`config.mk`:
```
export PLATFORM = sky130hd
export DESIGN_NAME = led_code_sched
export DESIGN_NICKNAME = d
export VERILOG_FILES = /design/src/rtl/led_ctrl_pkg.sv /design/src/rtl/led_tick_gen.sv /design/src/rtl/led_code_sched.sv
export SDC_FILE = /design/constraint.sdc
export NUM_CORES = 1
export LEC_CHECK = 0
export ABC_AREA = 1
export ABC_CLOCK_PERIOD_IN_PS = 2800
export CAP_MARGIN = 20
export CORE_UTILIZATION = 30
export DETAILED_ROUTE_END_ITERATION = 6
export PLACE_DENSITY_LB_ADDON = 0.1
export SETUP_SLACK_MARGIN = 0.05
export SLEW_MARGIN = 20
export SYNTH_ARGS = -nofsm -noshare
export SYNTH_HDL_FRONTEND = slang
export SYNTH_SLANG_ARGS = --single-unit
```
`constraint.sdc`:
```
create_clock -name clk -period 2.8 [get_ports clk]
set_clock_uncertainty 0.2 [all_clocks]
set_input_delay 0.28 -clock clk [delete_from_list [all_inputs] [get_ports clk]]
set_output_delay 0.28 -clock clk [all_outputs]
set_load 0.01 [all_outputs]
```
`src/rtl/led_ctrl_pkg.sv`:
```
// Shared state encoding, default timing and width helpers for the LED blink-code sequencer.
package led_ctrl_pkg;

    typedef enum logic [1:0] {StIdle, StOn, StOff, StGap} state_t;

    localparam int unsigned DEF_TICK_DIV  = 2_500_000;
    localparam int unsigned DEF_ON_TICKS  = 2;
    localparam int unsigned DEF_OFF_TICKS = 3;
    localparam int unsigned DEF_GAP_TICKS = 10;
    localparam int unsigned DEF_CNT_W     = 4;

    function automatic int unsigned clog2(input int unsigned v);
        int unsigned r;
        r = 0;
        for (int unsigned i = 0; i < 32; i++) begin
            if ((64'd1 << i) < 64'(v)) r = i + 1;
        end
        return r;
    endfunction

    function automatic int unsigned max3(input int unsigned a, input int unsigned b,
                                         input int unsigned c);
        int unsigned m;
        m = (a > b) ? a : b;
        return (m > c) ? m : c;
    endfunction

endpackage

```
`src/rtl/led_tick_gen.sv`:
```
// Free-running clock divider: tick is high for one cycle every TICK_DIV cycles.
module led_tick_gen
    import led_ctrl_pkg::*;
#(
    parameter int unsigned TICK_DIV = DEF_TICK_DIV
) (
    input  logic clk,
    input  logic rst_n,
    input  logic clr,
    output logic tick
);
    localparam int unsigned DIV_W = (clog2(TICK_DIV) < 1) ? 1 : clog2(TICK_DIV);
    localparam logic [DIV_W-1:0] DIV_LAST = DIV_W'(TICK_DIV - 1);

    logic [DIV_W-1:0] cnt_q;

    assign tick = (cnt_q == DIV_LAST);

    always_ff @(posedge clk or negedge rst_n) begin
        if (!rst_n) begin
            cnt_q <= '0;
        end else if (clr || tick) begin
            cnt_q <= '0;
        end else begin
            cnt_q <= cnt_q + DIV_W'(1);
        end
    end

endmodule

```
`src/rtl/led_code_sched.sv`:
```
// Blink-code sequencer: drives N on/off pulses then a dark gap, once or repeating.
module led_code_sched
    import led_ctrl_pkg::*;
#(
    parameter int unsigned TICK_DIV  = DEF_TICK_DIV,
    parameter int unsigned ON_TICKS  = DEF_ON_TICKS,
    parameter int unsigned OFF_TICKS = DEF_OFF_TICKS,
    parameter int unsigned GAP_TICKS = DEF_GAP_TICKS,
    parameter int unsigned CNT_W     = DEF_CNT_W
) (
    input  logic             clk,
    input  logic             rst_n,
    input  logic             cmd_valid,
    output logic             cmd_ready,
    input  logic [CNT_W-1:0] cmd_count,
    input  logic             cmd_repeat,
    output logic             led,
    output logic             busy,
    output logic             done
);
    localparam int unsigned PH_W = clog2(max3(ON_TICKS, OFF_TICKS, GAP_TICKS) + 1);
    localparam logic [PH_W-1:0] ON_LAST  = PH_W'(ON_TICKS - 1);
    localparam logic [PH_W-1:0] OFF_LAST = PH_W'(OFF_TICKS - 1);
    localparam logic [PH_W-1:0] GAP_LAST = PH_W'(GAP_TICKS - 1);

    state_t           state_q, state_d;
    logic [CNT_W-1:0] cnt_q, cnt_d;
    logic [CNT_W-1:0] rem_q, rem_d;
    logic [PH_W-1:0]  phase_q, phase_d;
    logic             rep_q, rep_d;
    logic             led_q, done_q, done_d;
    logic             accept, tick, clr;

    assign cmd_ready = (state_q == StIdle) || ((state_q == StGap) && rep_q);
    assign accept    = cmd_valid && cmd_ready;
    assign led       = led_q;
    assign busy      = (state_q != StIdle);
    assign done      = done_q;

    led_tick_gen #(
        .TICK_DIV(TICK_DIV)
    ) u_tick (
        .clk  (clk),
        .rst_n(rst_n),
        .clr  (clr),
        .tick (tick)
    );

    // A new command takes priority over the phase timer, including on the last GAP tick.
    always_comb begin
        state_d = state_q;
        cnt_d   = cnt_q;
        rem_d   = rem_q;
        rep_d   = rep_q;
        done_d  = 1'b0;
        if (accept) begin
            if (cmd_count != '0) begin
                state_d = StOn;
                cnt_d   = cmd_count;
                rem_d   = cmd_count;
                rep_d   = cmd_repeat;
            end else begin
                state_d = StIdle;
                rem_d   = '0;
                rep_d   = 1'b0;
                done_d  = 1'b1;
            end
        end else if (tick) begin
            unique case (state_q)
                StOn: begin
                    if (phase_q == ON_LAST) begin
                        state_d = StOff;
                        rem_d   = rem_q - CNT_W'(1);
                    end
                end
                StOff: begin
                    if (phase_q == OFF_LAST) state_d = (rem_q != '0) ? StOn : StGap;
                end
                StGap: begin
                    if (phase_q == GAP_LAST) begin
                        if (rep_q) begin
                            state_d = StOn;
                            rem_d   = cnt_q;
                        end else begin
                            state_d = StIdle;
                            done_d  = 1'b1;
                        end
                    end
                end
                default: ;
            endcase
        end
    end

    // Restart both timers on any state change so every phase has its full length.
    assign clr = accept || (state_d != state_q);

    always_comb begin
        phase_d = phase_q;
        if (clr) begin
            phase_d = '0;
        end else if (tick && (state_q != StIdle)) begin
            phase_d = phase_q + PH_W'(1);
        end
    end

    always_ff @(posedge clk or negedge rst_n) begin
        if (!rst_n) begin
            state_q <= StIdle;
            cnt_q   <= '0;
            rem_q   <= '0;
            rep_q   <= 1'b0;
            phase_q <= '0;
            led_q   <= 1'b0;
            done_q  <= 1'b0;
        end else begin
            state_q <= state_d;
            cnt_q   <= cnt_d;
            rem_q   <= rem_d;
            rep_q   <= rep_d;
            phase_q <= phase_d;
            led_q   <= (state_d == StOn);
            done_q  <= done_d;
        end
    end

endmodule

```
==> metrics.txt <==
Worst slew margin 39.0%; clock share of power 22.2%; #FFs+latches synth 39; largest family of logic cells by synthesized area simple AND/OR/NAND/NOR gates; max cap viols 0; PwrDens 639 nW/um^2; hold_ws 269 ps; Resized Gates After CTS 0; initial antenna violation count 0; sequential group share of total power 44.8%; nets@finish 351; Post-Syn Instances 324; Internal 1.09 mW; total vias in the final route 2042; WL per Instance 12.5 um; Static Leak 1.25 nW; iteration-0 DRC count of the detailed router 108; Final Non-Filler Cells 439; Root Driver clkbuf_8; Std-Cell Rows 32; GRT Total Usage 14.4%; CP top delay family buffers and inverters; status completed; Startpoint Class flop; post-layout total power 1.75 mW; share of the synthesized area in the top cell type 39.9%; number of enable flip-flop cells after synthesis 0; Layout fillers 830; Final Util 35.0%; io pins 12; crit end category primary output; CTS Buffer Depth 2; H-tree Lvls 2; WP data required 2320 ps; n_diodes 0; Layout Area Growth over Synthesis 11.8%; starting density of the core 31.3%; DIE HEIGHT 92.3 um; Antenna Violating Nets Remaining 0; Via density 4.65; CP arrival 1740 ps; sequential element share of the synthesized area 39.9%; First-pass DRT Iterations 4; TritonCTS Sinks 39; Gate power share 33.0%; ordered list of cells on the worst path nand2_2 -> o21ai_2 -> clkdlybuf4s50_1; Synth area leaders dfrtp_1 (40%), nand2_1 (10%), nor2_1 (7.8%); Clock transition at path regs 80 ps; Slew @ Worst Pin 915 ps; IR drop worst, VDD 0.287 mV; fraction of the mapped netlist area in adder cells 3.07%; multiplexer share of the synthesized area 0.461%; Post-Route WL 5470 um; setup tns final 0 ps; first-pass GRT wire length 9610 um; synth warn 0; CTS Buf Count 5; main flop type after synthesis dfrtp_1; sw frac 37.4%; count of pins over their slew limit 0; endpoints failing hold 0; Detail Placement HPWL 4090 um; RSZ-0062 raised after global routing no; Sw Pwr 0.653 mW; synthesized area 2440 um^2; CP Max Fanout 9; IO Port Bufs 11; Register Area 976 um^2; simple-gate area share of the yosys netlist 36.2%; layout cell share with drive strength beyond 1 11.0%; slowest stage delay, CP 550 ps; area of the die 8510 um^2; largest net degree at the start of global routing 40; Hold Crit Class flop to flop; crit path kind flop to primary output; global route total overflow 0; Placeable Area 7810 um^2; syn avg cell area 7.55 um^2; dpl cells 431; post-synth top area cell dfrtp_1; xor-xnor portion of the synthesized cell area 5.02%; post-synthesis compound-gate area fraction 6.45%; GP Congestion 0.801; Post-Syn Nets 338; synth unique cells 38; fmax 451 MHz; WP buf/inv 1; Slowest cell on crit path clkdlybuf4s50_1; Period minus WS final 2220 ps; Tcrit/Tclk final 79.1%; Setup violations, final 0; vias in the first global route 1932; ys async rst share 100%; area of the multi-input gates 1250 um^2; worst skew pair latency 290 ps; CTS tree built; detailed-route DRC error count 0; DIE WIDTH 92.3 um
==> power groups by stage <==
stage / logic (mW) / clock network, mW / registers (mW)
detailed placement: 0.585 / 0 / 0.792
finish: 0.576 / 0.388 / 0.783
global placement: 0.591 / 0 / 0.793
global route: 0.675 / 0.433 / 0.800
CTS: 0.588 / 0.409 / 0.782
floorplan: 0.459 / 0 / 0.764
==> worst reg2reg max path: cells and delay by family, from the launching register on <==
kind | cells | cell delay [ps]
buffers and inverters | 1 | 300
AOI/OAI and AO/OA | 1 | 80
DFF | 1 | 500
and+or+nand+nor | 6 | 950
==> what timing repair did <==
action / in CTS / in global routing
hold endpoints to repair: 39 / 0
hold buffers: 1 / 0
setup buffers: 0 / 0
==> per-layer routing <==
| metal | vias up | track usage [%] | routed length [um] |
|---|---|---|---|
| li1 | 1051 | - | - |
| met1 | 956 | 20.9 | 2900 |
| met2 | 28 | 20.7 | 2330 |
| met3 | 7 | 2.99 | 157 |
| met4 | 0 | 5.47 | 84 |
| met5 | - | 0 | 0 |
==> through the flow <==
stage / area [um^2] / setup WS, ps
5_1_grt: 2730 / 468
2_1_floorplan: 2440 / 1030
3_5_place_dp: 2640 / 617
4_1_cts: 2730 / 559
3_3_place_gp: 2640 / 616
6_report: 2730 / 584
==> state kept, by name, summed over array words and instances, names as in the netlist <==
register,flops
state_q,2
done,1
led,1
phase_q,4
rep_q,1
cnt_q,4
u_tick.cnt_q,22
rem_q,4
==> cell type report <==
type	instances	share of cell area [%]
multi-input cells	232	45.8
flip-flops and latches	39	35.7
inverters	47	6.45
well taps	102	4.67
repair buffers	12	4.21
clock buffers	6	3.02
clock inverters	1	0.183
==> cell usage in the layout, fill, tap and decap left out, drive strengths merged <==
cell type / n
clkdlybuf4s50: 10
nor3b: 3
dlygate4sd3: 1
a31oi: 1
a211oi: 1
buf: 1
nor3: 13
o31ai: 1
xnor2: 3
o21ai: 13
a21oi: 9
clkbuf: 6
o21bai: 1
o211ai: 1
clkinv: 2
inv: 46
a22oi: 1
nand2: 73
dfrtp: 39
mux2: 1
ha: 6
nand4: 7
nor2: 61
nand3: 22
nor4: 4
xor2: 11
==> Yosys cell counts, types with 2 or more instances <==
cell type and n:
nand4_1 7, nor2_4 4, nand2_2 7, nor4_1 3
buf_4 2, nor3_1 11, xor2_1 11, a21oi_1 9
ha_1 6, inv_2 4, dfrtp_1 39, nor3b_1 2
o21ai_1 3, nor2_1 51, nor2_2 6, nand2_1 65
buf_2 3, nand3_1 20, o21ai_0 9, xnor2_1 3
inv_1 42
==> worst paths after layout <==
| kind | from | to | slack (ps) | cells past startpoint |
|---|---|---|---|---|
| setup / recovery | state_q[0] | cmd_ready | 580 | 3 |
| hold / removal | u_tick.cnt_q[0] | u_tick.cnt_q[0] | 270 | 1 |
| setup reg to reg | state_q[0] | phase_q[2] | 660 | 8 |
| hold reg to reg | u_tick.cnt_q[0] | u_tick.cnt_q[0] | 270 | 1 |
| max in group asynchronous | rst_n | led | 1370 | 2 |
| min in group asynchronous | rst_n | u_tick.cnt_q[13] | 460 | 2 |
==> kinds of logic (layout without fill, tap and decap cells) <==
kind of cell               count (synthesis)  after routing
AOI/OAI and AO/OA                         28             28
xor gates and xnor gates                  14             14
adders and majority gates                  6              6
buffers and inverters                     53             66
DFF                                       39             39
muxes                                      1              1
and+or+nand+nor                          183            183
Note: power is estimated with default switching activity, not from simulation.
